`src/rtl/rr_arb8_mux_if.sv`:
```
// Purpose : bundles the eight-requester arbitration bus (requests, data, grant, mux output).
// Latency : n/a (signal container only).
// Backpressure: n/a; the requester holds req[i] high to keep its grant alive.
// Ports   : master = requester side (drives req/w, observes grant and mux output),
//           slave  = arbiter side (observes req/w, drives gnt/sel/out/valid/busy).
interface rr_arb8_mux_if;
  logic [7:0] req;
  logic [7:0] w;
  logic [7:0] gnt;
  logic [2:0] sel;
  logic       out;
  logic       valid;
  logic       busy;

  modport master (
    output req, w,
    input  gnt, sel, out, valid, busy
  );

  modport slave (
    input  req, w,
    output gnt, sel, out, valid, busy
  );
endinterface

```
`src/rtl/rr_arb8_mux.sv`:
```
// Purpose : 8-way round-robin arbiter feeding a shared 1-bit line through an 8:1 mux, up to BURST bits per grant.
// Latency : grant registered 1 cycle after req is sampled; each transferred bit appears 1 cycle after its edge.
// Backpressure: dropping req[sel] ends the grant on the next edge with no transfer; one idle cycle separates grants.
// Ports   : clk (sole clock), rst (sync active-high), bus (rr_arb8_mux_if.slave):
//           req/w in, gnt/sel/out/valid registered out, busy = grant currently held.
module rr_arb8_mux #(
  parameter int unsigned BURST = 4
) (
  input  logic           clk,
  input  logic           rst,
  rr_arb8_mux_if.slave   bus
);

  typedef enum logic {
    IDLE  = 1'b0,
    GRANT = 1'b1
  } state_t;

  // Transfer count value at which the current transfer is the last of the burst.
  localparam logic [3:0] LAST_CNT = 4'(BURST - 1);

  state_t     state_q, state_d;
  logic [2:0] ptr_q,   ptr_d;
  logic [3:0] cnt_q,   cnt_d;
  logic [7:0] gnt_q,   gnt_d;
  logic [2:0] sel_q,   sel_d;
  logic       out_q,   out_d;
  logic       valid_q, valid_d;

  logic       found;
  logic [2:0] pick;
  logic [2:0] idx;
  logic       release_grant;

  // Rotating priority search: first requester at or after ptr, wrapping at 8.
  always_comb begin
    found = 1'b0;
    pick  = ptr_q;
    idx   = ptr_q;
    for (int k = 0; k < 8; k++) begin
      idx = ptr_q + 3'(k);
      if (!found && bus.req[idx]) begin
        found = 1'b1;
        pick  = idx;
      end
    end
  end

  always_comb begin
    state_d       = state_q;
    ptr_d         = ptr_q;
    cnt_d         = cnt_q;
    gnt_d         = gnt_q;
    sel_d         = sel_q;
    out_d         = out_q;
    valid_d       = 1'b0;
    release_grant = 1'b0;

    case (state_q)
      IDLE: begin
        if (found) begin
          state_d = GRANT;
          sel_d   = pick;
          gnt_d   = 8'd1 << pick;
          cnt_d   = 4'd0;
        end
      end
      GRANT: begin
        if (bus.req[sel_q]) begin
          out_d   = bus.w[sel_q];
          valid_d = 1'b1;
          cnt_d   = cnt_q + 4'd1;
          if (cnt_q == LAST_CNT) begin
            release_grant = 1'b1;
          end
        end else begin
          release_grant = 1'b1;
        end
        // Going back to IDLE (rather than re-arbitrating here) guarantees the
        // one-cycle gap between grants; sel keeps the last granted index.
        if (release_grant) begin
          state_d = IDLE;
          gnt_d   = 8'd0;
          ptr_d   = sel_q + 3'd1;
        end
      end
      default: begin
        state_d = IDLE;
        gnt_d   = 8'd0;
      end
    endcase
  end

  always_ff @(posedge clk) begin
    if (rst) begin
      state_q <= IDLE;
      ptr_q   <= 3'd0;
      cnt_q   <= 4'd0;
      gnt_q   <= 8'd0;
      sel_q   <= 3'd0;
      out_q   <= 1'b0;
      valid_q <= 1'b0;
    end else begin
      state_q <= state_d;
      ptr_q   <= ptr_d;
      cnt_q   <= cnt_d;
      gnt_q   <= gnt_d;
      sel_q   <= sel_d;
      out_q   <= out_d;
      valid_q <= valid_d;
    end
  end

  assign bus.gnt   = gnt_q;
  assign bus.sel   = sel_q;
  assign bus.out   = out_q;
  assign bus.valid = valid_q;
  assign bus.busy  = (state_q == GRANT);

endmodule
```
`src/flat_wrapper.sv`:
```
// flat-port wrapper written by rule: the top's interface ports become plain ports
module rr_arb8_mux_flat 
#(
  parameter int unsigned BURST = 4
)
  (clk, rst, bus_req, bus_w, bus_gnt, bus_sel, bus_out, bus_valid, bus_busy);
  rr_arb8_mux_if bus_i ();
  input  logic clk;
  input  logic rst;
  input wire logic [$bits(bus_i.req)-1:0] bus_req;
  input wire logic [$bits(bus_i.w)-1:0] bus_w;
  output wire logic [$bits(bus_i.gnt)-1:0] bus_gnt;
  output wire logic [$bits(bus_i.sel)-1:0] bus_sel;
  output wire logic [$bits(bus_i.out)-1:0] bus_out;
  output wire logic [$bits(bus_i.valid)-1:0] bus_valid;
  output wire logic [$bits(bus_i.busy)-1:0] bus_busy;
  assign bus_i.req = bus_req;
  assign bus_i.w = bus_w;
  assign bus_gnt = bus_i.gnt;
  assign bus_sel = bus_i.sel;
  assign bus_out = bus_i.out;
  assign bus_valid = bus_i.valid;
  assign bus_busy = bus_i.busy;
  rr_arb8_mux #(.BURST(BURST)) u_core (.clk(clk), .rst(rst), .bus(bus_i));
endmodule
```
`config.mk`:
```
export PLATFORM = sky130hd
export DESIGN_NAME = rr_arb8_mux_flat
export DESIGN_NICKNAME = d
export VERILOG_FILES = /design/src/rtl/rr_arb8_mux_if.sv /design/src/rtl/rr_arb8_mux.sv /design/src/flat_wrapper.sv
export SDC_FILE = /design/constraint.sdc
export NUM_CORES = 1
export LEC_CHECK = 0
export BUFFER_PORTS_ARGS = -buffer_cell sky130_fd_sc_hd__buf_2
export CAP_MARGIN = 10
export CORE_MARGIN = 2
export CORE_UTILIZATION = 25
export DETAILED_ROUTE_END_ITERATION = 10
export PLACE_DENSITY = 0.49
export SETUP_SLACK_MARGIN = 0.5
export SLEW_MARGIN = 20
export SYNTH_ARGS = -nofsm -noshare
export SYNTH_HDL_FRONTEND = slang
export SYNTH_SLANG_ARGS = --single-unit
```
`constraint.sdc`:
```
create_clock -name clk -period 4.3 [get_ports clk]
set_input_delay 0.43 -clock clk [delete_from_list [all_inputs] [get_ports clk]]
set_output_delay 0.43 -clock clk [all_outputs]
set_load 0.02 [all_outputs]
```
==> impl_metrics.tcl, run 1 <==
set metrics [dict create \
    comb_power_share_pct 59.7 \
    start_util_pct 26.0 \
    cp.arrival_ns 3.55 \
    gr-total-overflow 0 \
    peakVddDrop_uv 149 \
    syn_avg_cell_area_um2 9.66 \
    dieArea_um2 8330 \
    ys_types 49 \
    grt_pass1_wl_mm 7.94 \
    critical_path_class "flip-flop to flip-flop" \
    end_kind "flip-flop" \
    hpwl_mm 3.64 \
    synthFlopType "dfxtp_1" \
    routabilityCongestion 0.820 \
    yosys.area_share.simple_pct 17.4 \
    drc 0 \
    p_leak_uw 0.000785 \
    drt_iter0_drc 76 \
    status "completed" \
    synth_fp_nets 219 \
    clkTransAtPathRegs_ns 0.08 \
    ios 32 \
    area_growth_pct 15.5 \
    fin_crit_ns 3.38 \
    max_freq_mhz 295 \
    synth_warnings 0 \
    min_path_cells 1 \
    crit_family "compound AO/OA/AOI/OAI gates" \
    switching_share_pct 44.7 \
    rows 31 \
    viasPerCell 5.06 \
    yosys.area_share.adder_pct 2.63 \
    synthCells 197 \
    cts_tree "yes" \
    finalWirelength_mm 4.66 \
    fin_area_um2 2200 \
    wl_per_cell_um 14.4 \
    grt_antenna_before_repair 0 \
    synthMuxAreaShare_pct 28.7 \
    dr.pass1.iters 5 \
    root_buffer "clkbuf_8" \
    worstSetupStartpointType "flip-flop" \
    yosysTopAreaCellShare_pct 22.1 \
    tightest_slew_ns 0.633 \
    postCtsHoldBufs 0 \
    hold_path_end "u_core.bus.gnt[5]" \
    clk_latency_ns 0.26 \
    synth_edf_count 0 \
    syn_area_um2 1900 \
    post-synth-top-count-cell "dfxtp_1" \
    cts_buffer_depth 2 \
    worstPathCellList "inv_2, ha_1, mux2i_1, mux4_2, o32ai_1, nand2b_1, a211oi_1, o21ai_1, nand2_1, a32o_1" \
    htreeDepth 1 \
    r2r_end "u_core.bus.gnt[4]" \
    internal_power_uw 527 \
    sequentialPowerShare_pct 26.5 \
    synth_compound_area_share_pct 22.0 \
    worstRegToRegCells 10 \
    p_sw_uw 427 \
    async_reset_ff_share_pct 0 \
    synth_top_family_by_area "multiplexers" \
    numCtsBuffers 3 \
    portBuffers 31 \
    skew_ns 0.00924 \
    cts_sinks 21 \
    r2r-start "u_core.ptr_q[0]" \
    grt_usage_pct 11.5 \
    drive_above_1_share_pct 31.6 \
    worstPathRequired_ns 4.47 \
    clockPowerShare_pct 13.8 \
    setup_viol 0 \
    ys_ff_latch 21 \
    synth_common_cells "21 x dfxtp_1, 18 x nor2_1, 15 x mux2i_1, 15 x mux4_2, 15 x nand2_1" \
    synth_xor_area_share_pct 3.16 \
    place_area_um2 2150 \
    ys_seq_area_share_pct 22.1 \
    worstPathMaxFanout 16 \
    num_vias 1638 \
    hold_viol_final 0 \
    coreArea_um2 7330 \
    ant_nets 0 \
    grt_max_degree 21 \
    drv_slew 0 \
    crit_buf_inv 1 \
    yosysTopAreaCell "dfxtp_1" \
    finalSetupTns_ns 0 \
    finalNetCount 248 \
    cpPeakStageDelay_ns 0.69 \
    slew_headroom_pct 57.8 \
    cap_violations 0 \
    cts_resized 0 \
    hold_path.startpoint "u_core.bus.gnt[5]" \
    num_antenna_cells 0 \
    die_width_um 91.3 \
    slowest_stage "ha_1" \
    hold_class "flip-flop to flip-flop" \
    synthTopCellsByArea "dfxtp_1 22%, mux4_2 18%, mux2i_1 7.9%" \
    grt_pass1_vias 1563 \
    die_y_um 91.3 \
    cts_setup_buffers 0 \
    rsz0062_at_grt "false" \
    power.density_nw_per_um2 434 \
    reg2reg_setup_slack_ns 0.92 \
    fin_crit_sh_pct 78.7 \
]
placed cells by master (no fill, tap or decap), drive strengths merged, types with 2 or more instances in the layout:
master,instances
buf,34
dfxtp,21
nor2,19
mux2i,16
nand2,16
mux4,15
a21oi,13
a32o,9
nand3,7
o21ai,7
nor2b,6
inv,6
xnor2,6
nand2b,5
nor3,5
mux2,4
ha,4
o221ai,4
o211ai,3
clkbuf,3
and2,2
o22ai,2
final cells by class:
type | count | area (µm²)
fillers | 763 | 5130
flip-flops and latches | 21 | 420
clock buffers | 3 | 41.3
clock inverters | 1 | 5.00
inverters | 6 | 22.5
repair buffers | 34 | 178
multi-input cells | 160 | 1410
well taps | 99 | 124
power groups by stage:
stage / sequential (µW) / clock, µW / combinational, µW
6_report: 253 / 131 / 570
3_5_place_dp: 258 / 0 / 571
3_3_place_gp: 259 / 0 / 578
4_1_cts: 254 / 135 / 572
2_1_floorplan: 277 / 0 / 426
5_1_grt: 259 / 145 / 625
metal layers:
metal	share of wire, %	vias up	global-route usage, %	routed length [µm]
met3	3.7	0	2.24	174
met5	0	-	0	0
met1	50	781	16.8	2350
met4	0	0	1.14	0
li1	-	822	-	-
met2	46	35	18.1	2140
registers in the layout, summed over array words and instances, names as in the netlist:
name              cells
u_core.bus.busy       1
u_core.bus.gnt        8
u_core.bus.out        1
u_core.bus.sel        3
u_core.bus.valid      1
u_core.cnt_q          4
u_core.ptr_q          3
how the worst max path moves through the flow:
stage | end | cells past startpoint | from
after CTS | u_core.bus.gnt[4] | 10 | u_core.ptr_q[0]
after floorplan | u_core.bus.gnt[4] | 12 | u_core.ptr_q[1]
after global routing | u_core.bus.gnt[5] | 10 | u_core.ptr_q[0]
after global placement | u_core.bus.gnt[4] | 10 | u_core.ptr_q[0]
final | u_core.bus.gnt[4] | 10 | u_core.ptr_q[0]
after detailed placement | u_core.bus.gnt[4] | 10 | u_core.ptr_q[0]
cell families (layout without fill, tap and decap cells):
| kind of cell | Yosys count | in the layout |
|---|---|---|
| and+or+nand+nor | 64 | 64 |
| AOI/OAI and AO/OA | 51 | 51 |
| xor gates and xnor gates | 6 | 6 |
| buffers and inverters | 16 | 44 |
| muxes | 35 | 35 |
| adders and majority gates | 4 | 4 |
| DFF | 21 | 21 |
per-stage QoR:
step | hold slack [ns] | setup WS, ns | util [%] | cells | power, µW
2_1_floorplan | 0.452 | 1.08 | - | 197 | 702
3_3_place_gp | 0.453 | 0.910 | 29.4 | 320 | 837
3_5_place_dp | 0.453 | 0.939 | 29.4 | 320 | 829
4_1_cts | 0.473 | 0.929 | 30.0 | 324 | 961
5_1_grt | 0.501 | 0.720 | 30.0 | 324 | 1030
6_report | 0.469 | 0.915 | 30.0 | 324 | 954
Power figures use the tool's default switching activity.
==> run 2: changes to the inputs <==
--- a/config.mk
+++ b/config.mk
@@ -10,7 +10,7 @@
 export CORE_MARGIN = 2
 export CORE_UTILIZATION = 25
 export DETAILED_ROUTE_END_ITERATION = 10
-export PLACE_DENSITY = 0.49
+export PLACE_DENSITY = 0.5
 export SETUP_SLACK_MARGIN = 0.5
 export SLEW_MARGIN = 20
 export SYNTH_ARGS = -nofsm -noshare
==> constraint.sdc (replaced) <==
create_clock -name clk -period 2.75 [get_ports clk]
set_input_delay 0.275 -clock clk [delete_from_list [all_inputs] [get_ports clk]]
set_output_delay 0.275 -clock clk [all_outputs]
set_load 0.02 [all_outputs]
==> run 2 against run 1 <==
  * Utilization increased by 6.1 points
  * Via count rose by 12%
  * Worst setup slack worse by 0.89 ns
  * Sequential share of layout area fell by 3.0 points
  * Flip-flop and latch count is the same
  * Sequential power increased by 54%
  * Die area did not move
  * Clock skew shrank 0.0047 ns
  * Routed wire length increased by 12%
  * Cell area up 20%
  * Register-to-register slack worse by 0.89 ns
  * Critical path type unchanged
  * Largest cell class unchanged
  * Cell count up 12%
==> impl_metrics.tcl, run 2 (synthesis results as in run 1) <==
set metrics [dict create \
    skew_ns 0.00453 \
    num_vias 1829 \
    rows 31 \
    r2r-start "u_core.ptr_q[1]" \
    clkTransAtPathRegs_ns 0.07 \
    coreArea_um2 7330 \
    drc 0 \
    hold_class "input pin to flip-flop" \
    reg2reg_setup_slack_ns 0.03 \
    viasPerCell 5.04 \
    num_antenna_cells 0 \
    drt_iter0_drc 86 \
    end_kind "flip-flop" \
    drive_above_1_share_pct 48.9 \
    hold_path_end "u_core.bus.valid" \
    grt_pass1_vias 1811 \
    setup_viol 0 \
    min_path_cells 2 \
    final_cell_mix "39 x buf_4, 31 x buf_2, 19 x dfxtp_1" \
    finalNetCount 287 \
    die_width_um 91.3 \
    hold_path.startpoint "rst" \
    r2r_end "u_core.bus.gnt[2]" \
    numCtsBuffers 3 \
    grt_max_degree 20 \
    place_area_um2 2400 \
    grt_antenna_before_repair 0 \
    power.density_nw_per_um2 696 \
    cts_sinks 21 \
    hold_viol_final 0 \
    status "completed" \
    cap_violations 0 \
    drv_slew 0 \
    slew_headroom_pct 68.9 \
    postCtsHoldBufs 0 \
    worstRegToRegCells 12 \
    cp.arrival_ns 2.87 \
    hold_ws_ns 0.392 \
    fin_crit_sh_pct 99.0 \
    switching_share_pct 41.7 \
    ant_nets 0 \
    worstPathRequired_ns 2.90 \
    die_y_um 91.3 \
    dieArea_um2 8330 \
    peakVddDrop_uv 208 \
    p_sw_uw 769 \
    layout_commonest_cell "buf_4" \
    internal_power_uw 1070 \
    gr-total-overflow 0 \
    sequentialPowerShare_pct 21.1 \
    fin_crit_ns 2.72 \
    clk_latency_ns 0.26 \
    hpwl_mm 4.03 \
    start_util_pct 26.0 \
    worstSetupStartpointType "flip-flop" \
    tightest_slew_ns 0.463 \
    portBuffers 31 \
    dr.pass1.iters 4 \
    utilization_pct 36.1 \
    wl_per_cell_um 14.4 \
    grt_usage_pct 12.7 \
    largest_register_ffs 8 \
    area_growth_pct 39.2 \
    fin_area_um2 2650 \
    htreeDepth 1 \
    cts_tree "yes" \
    cts_buffer_depth 2 \
    critical_path_class "flip-flop to flip-flop" \
    finalSetupTns_ns 0 \
    max_freq_mhz 367 \
    routabilityCongestion 0.785 \
    clockPowerShare_pct 10.8 \
    grt_pass1_wl_mm 8.74 \
    finalWirelength_mm 5.22 \
    comb_power_share_pct 68.1 \
    p_leak_uw 0.00103 \
    rsz0062_at_grt "true" \
    worstPathMaxFanout 8 \
    ios 32 \
    root_buffer "clkbuf_8" \
]
-- run 2: cell count changes in the layout (fill, tap and decap cells not counted), moves of 2 or more --
cell,before,now
mux2i_1,15,11
a21oi_2,0,2
nor2b_1,6,4
buf_6,0,3
dfxtp_1,21,19
nor3_4,0,2
buf_4,3,39
dfxtp_4,0,2
mux2i_2,1,4
a21oi_1,13,11
-- run 2: metrics by stage --
step / setup WS, ns / std cells / power (µW)
after floorplan: -0.0671 / 197 / 1140
after global placement: -0.0903 / 346 / 1480
after detailed placement: -0.0513 / 346 / 1480
after CTS: 0.0235 / 357 / 1760
after global routing: -0.0834 / 363 / 1970
final: 0.0270 / 363 / 1840
-- run 2: area by class of cell --
cell class / instances / area (µm²)
Tap cell: 99 / 124
Timing Repair Buffer: 73 / 482
Clock buffer: 4 / 45.0
Sequential cell: 21 / 428
Fill cell: 762 / 4680
Inverter: 6 / 30.0
Multi-Input combinational cell: 160 / 1540
-- run 2: critical path: stages (launching register included) --
cell     delay [ns]
dfxtp_4        0.36
inv_4          0.04
ha_4           0.27
mux2i_2        0.16
mux4_2         0.53
a32oi_4        0.25
buf_4          0.16
nor2_4         0.05
a41oi_4        0.24
buf_6          0.15
nor3_2         0.03
buf_4          0.17
a32o_1         0.21
-- run 2: timing repair --
item	4_1_cts	5_1_grt
gates resized for setup	9	14
pin swaps	8	7
buffers inserted	7	6
endpoints found under the setup margin	16	16
-- run 2: layer usage --
layer / part of all wire [%] / wire length, µm / global-route usage [%]
met5: 0 / 0 / 0
met4: 0.59 / 31 / 2.15
met3: 4.0 / 210 / 2.16
met2: 46 / 2420 / 20.1
met1: 49 / 2550 / 18.4
-- run 2: how the worst max path moves through the flow --
stage / start / to / slack (ns) / depth (start not counted)
global placement: u_core.ptr_q[0] / u_core.bus.gnt[5] / -0.09 / 9
finish: u_core.ptr_q[1] / u_core.bus.gnt[2] / 0.03 / 12
CTS: u_core.ptr_q[0] / u_core.bus.gnt[1] / 0.02 / 11
detailed placement: u_core.ptr_q[0] / u_core.bus.gnt[1] / -0.05 / 10
floorplan: u_core.ptr_q[1] / u_core.bus.gnt[4] / -0.07 / 11
global route: u_core.ptr_q[1] / u_core.bus.gnt[2] / -0.08 / 12
-- run 2: power by group through the flow --
| stage | registers, µW | clock network (µW) | logic, µW |
|---|---|---|---|
| final | 389 | 199 | 1250 |
| after global routing | 397 | 217 | 1360 |
| after CTS | 390 | 208 | 1160 |
| after detailed placement | 395 | 0 | 1090 |
| after global placement | 396 | 0 | 1090 |
| after floorplan | 434 | 0 | 709 |
==> run 3: changes to the inputs <==
--- a/config.mk
+++ b/config.mk
@@ -5,11 +5,13 @@
 export SDC_FILE = /design/constraint.sdc
 export NUM_CORES = 1
 export LEC_CHECK = 0
+export ABC_AREA = 1
 export BUFFER_PORTS_ARGS = -buffer_cell sky130_fd_sc_hd__buf_2
 export CAP_MARGIN = 10
 export CORE_MARGIN = 2
 export CORE_UTILIZATION = 25
 export DETAILED_ROUTE_END_ITERATION = 10
+export GPL_ROUTABILITY_DRIVEN = 0
 export PLACE_DENSITY = 0.5
 export SETUP_SLACK_MARGIN = 0.5
 export SLEW_MARGIN = 20
==> run 3 against run 2 <==
  * Die area shrank 5.3%
  * Clock skew shrank 0.0026 ns
  * Flip-flop and latch count is the same
  * Power grew 84%
  * Global-route usage grew 1.2 points
  * Non-clock buffer count shrank 18
  * Sequential power grew 32%
  * Worst setup slack gained 0.33 ns
  * Routed wire length grew 7.9%
  * Synthesized area shrank 5.5%
  * Clock-buffer cell count is the same
  * Combinational power grew 110%
  * Critical endpoint is now u_core.bus.gnt[0]
  * Largest power group unchanged
==> impl_metrics.tcl, run 3 <==
set metrics [dict create \
    status "completed" \
    finalWirelength_mm 5.63 \
    layout_commonest_cell "nand2_1" \
    ios 32 \
    yosys.area_share.adder_pct 2.78 \
    syn_avg_cell_area_um2 6.26 \
    grt_max_degree 16 \
    slew_headroom_pct 67.4 \
    cts_buffer_depth 2 \
    setup_viol 0 \
    hold_viol_final 0 \
    yosysTopAreaCell "dfxtp_1" \
    nFillCells 755 \
    place_area_um2 2100 \
    worstPathMaxFanout 6 \
    cts_tree "yes" \
    ant_nets 0 \
    clk_latency_ns 0.25 \
    grt_usage_pct 13.9 \
    htreeDepth 1 \
    yosysTopAreaCellShare_pct 23.4 \
    min_path_cells 2 \
    hold_path.startpoint "rst" \
    synth_xor_area_share_pct 1.95 \
    drc 0 \
    cap_violations 0 \
    die_width_um 88.8 \
    rows 30 \
    ys_ff_latch 21 \
    tightest_slew_ns 0.487 \
    post-synth-top-count-cell "nand2_1" \
    num_vias 2093 \
    synth_edf_count 0 \
    async_reset_ff_share_pct 0 \
    drt_iter0_drc 99 \
    worstPathCellList "inv_8, ha_4, inv_6, nand3_4, nand2_2, nand2_1, nand2_2, nand3_2, nor2_4, buf_4, nand3_2, nand3_1, nand2_1, nand2_2, nand2_4, nor2_4, nand4_1, a21oi_1" \
    hold_class "input pin to flip-flop" \
    drv_slew 0 \
    num_antenna_cells 0 \
    fin_area_um2 2530 \
    max_freq_mhz 418 \
    synth_top_family_by_area "simple AND/OR/NAND/NOR gates" \
    synth_fp_nets 309 \
    cpPeakStageDelay_ns 0.40 \
    reg2reg_setup_slack_ns 0.36 \
    synthTopCellsByArea "dfxtp_1 23%, nand2_1 18%, nand3_1 11%" \
    fin_ws_ns 0.360 \
    grt_antenna_before_repair 0 \
    portBuffers 31 \
    peakVddDrop_uv 437 \
    clkTransAtPathRegs_ns 0.07 \
    fin_crit_ns 2.39 \
    grt_pass1_wl_mm 8.76 \
    root_buffer "clkbuf_8" \
    synth_compound_area_share_pct 15.4 \
    slowest_stage "dfxtp_4" \
    worstPathRequired_ns 2.94 \
    drive_above_1_share_pct 39.4 \
    yosys.area_share.simple_pct 48.4 \
    totalPowerFinal_uw 3400 \
    cpMostUsedCell "nand2_2" \
    ys_types 32 \
    ys_seq_area_share_pct 23.4 \
    syn_area_um2 1800 \
    synthFlopType "dfxtp_1" \
    viasPerCell 4.80 \
    finalNetCount 363 \
    start_util_pct 26.2 \
    die_y_um 88.8 \
    end_kind "flip-flop" \
    largest_register_ffs 8 \
    rsz0062_at_grt "true" \
    area_growth_pct 40.6 \
    p_leak_uw 0.00112 \
    crit_family "simple AND/OR/NAND/NOR gates" \
    final_cell_mix "74 x nand2_1, 31 x buf_2, 30 x nand3_1" \
    worstSetupStartpointType "flip-flop" \
    cts_sinks 21 \
    hold_path_end "u_core.bus.busy" \
    synth_warnings 0 \
    coreArea_um2 6870 \
    postCtsHoldBufs 0 \
    dieArea_um2 7890 \
    dr.pass1.iters 4 \
    skew_ns 0.00191 \
    gr-total-overflow 0 \
    numCtsBuffers 3 \
    r2r-start "u_core.ptr_q[1]" \
    fin_crit_sh_pct 86.9 \
    grt_pass1_vias 1861 \
    power.density_nw_per_um2 1340 \
    critical_path_class "flip-flop to flip-flop" \
    pre_cts_ws_ns 0.113 \
    finalSetupTns_ns 0 \
    crit_buf_inv 3 \
    synthCells 287 \
    wl_per_cell_um 12.9 \
    hpwl_mm 4.12 \
    synth_common_cells "87 x nand2_1, 38 x nand3_1, 21 x dfxtp_1, 20 x a21oi_1, 20 x nor2_1" \
    cp.arrival_ns 2.58 \
    worstRegToRegCells 18 \
    synthMuxAreaShare_pct 0 \
    r2r_end "u_core.bus.gnt[0]" \
]
run 3: where the power goes:
part           switching [µW]  leakage (µW)  internal (µW)  total [µW]
clock                    96.0     0.0000228            103         199
sequential                114      0.000174            399         513
combinational            1720      0.000928            967        2680
total                    1930       0.00112           1470        3400
run 3: repair_timing:
| item | in CTS | in global routing |
|---|---|---|
| gates resized for setup | 20 | 37 |
| hold endpoints to repair | 0 | 0 |
| endpoints found under the setup margin | 16 | 15 |
| pin swaps | 8 | 21 |
| buffers inserted | 9 | 14 |
| gates cloned | 0 | 0 |
run 3: layer usage:
| metal | part of all wire [%] | wire length [µm] | vias to the layer above | GRT usage (%) |
|---|---|---|---|---|
| met5 | 0 | 0 | - | 0 |
| met4 | 0.78 | 44 | 0 | 3.17 |
| met3 | 3.1 | 175 | 6 | 1.77 |
| met2 | 49 | 2760 | 34 | 22.9 |
| met1 | 47 | 2650 | 978 | 19.4 |
| li1 | - | - | 1075 | - |
run 3: how the worst max path moves through the flow:
stage / end / cells past startpoint / start
global placement: u_core.bus.gnt[0] / 17 / u_core.ptr_q[1]
floorplan: u_core.bus.gnt[0] / 17 / u_core.ptr_q[0]
finish: u_core.bus.gnt[0] / 18 / u_core.ptr_q[1]
detailed placement: u_core.bus.gnt[2] / 15 / u_core.ptr_q[1]
CTS: u_core.bus.gnt[2] / 15 / u_core.ptr_q[1]
global route: u_core.bus.gnt[1] / 18 / u_core.ptr_q[1]
run 3: metrics by stage:
step	cells	hold WS, ns	util [%]
finish	436	0.378	36.8
global route	436	0.409	36.8
CTS	422	0.360	33.1
detailed placement	409	0.455	30.5
global placement	409	0.450	30.5
floorplan	287	0.344	-
run 3: cell families after synthesis:
logic type / count (synthesis)
buffers and inverters: 32
XOR/XNOR: 4
adder cells (fa/ha/maj): 4
AND/OR/NAND/NOR: 179
AO/OA/AOI/OAI: 47
flip-flops: 21
run 3: layout make-up:
type | count | area [µm²] | area share [%]
multi-input combinational | 234 | 1470 | 58.2
sequential | 21 | 432 | 17.1
timing repair buffer | 55 | 343 | 13.6
tap | 96 | 120 | 4.75
inverter | 26 | 118 | 4.65
clock buffer | 4 | 45.0 | 1.78
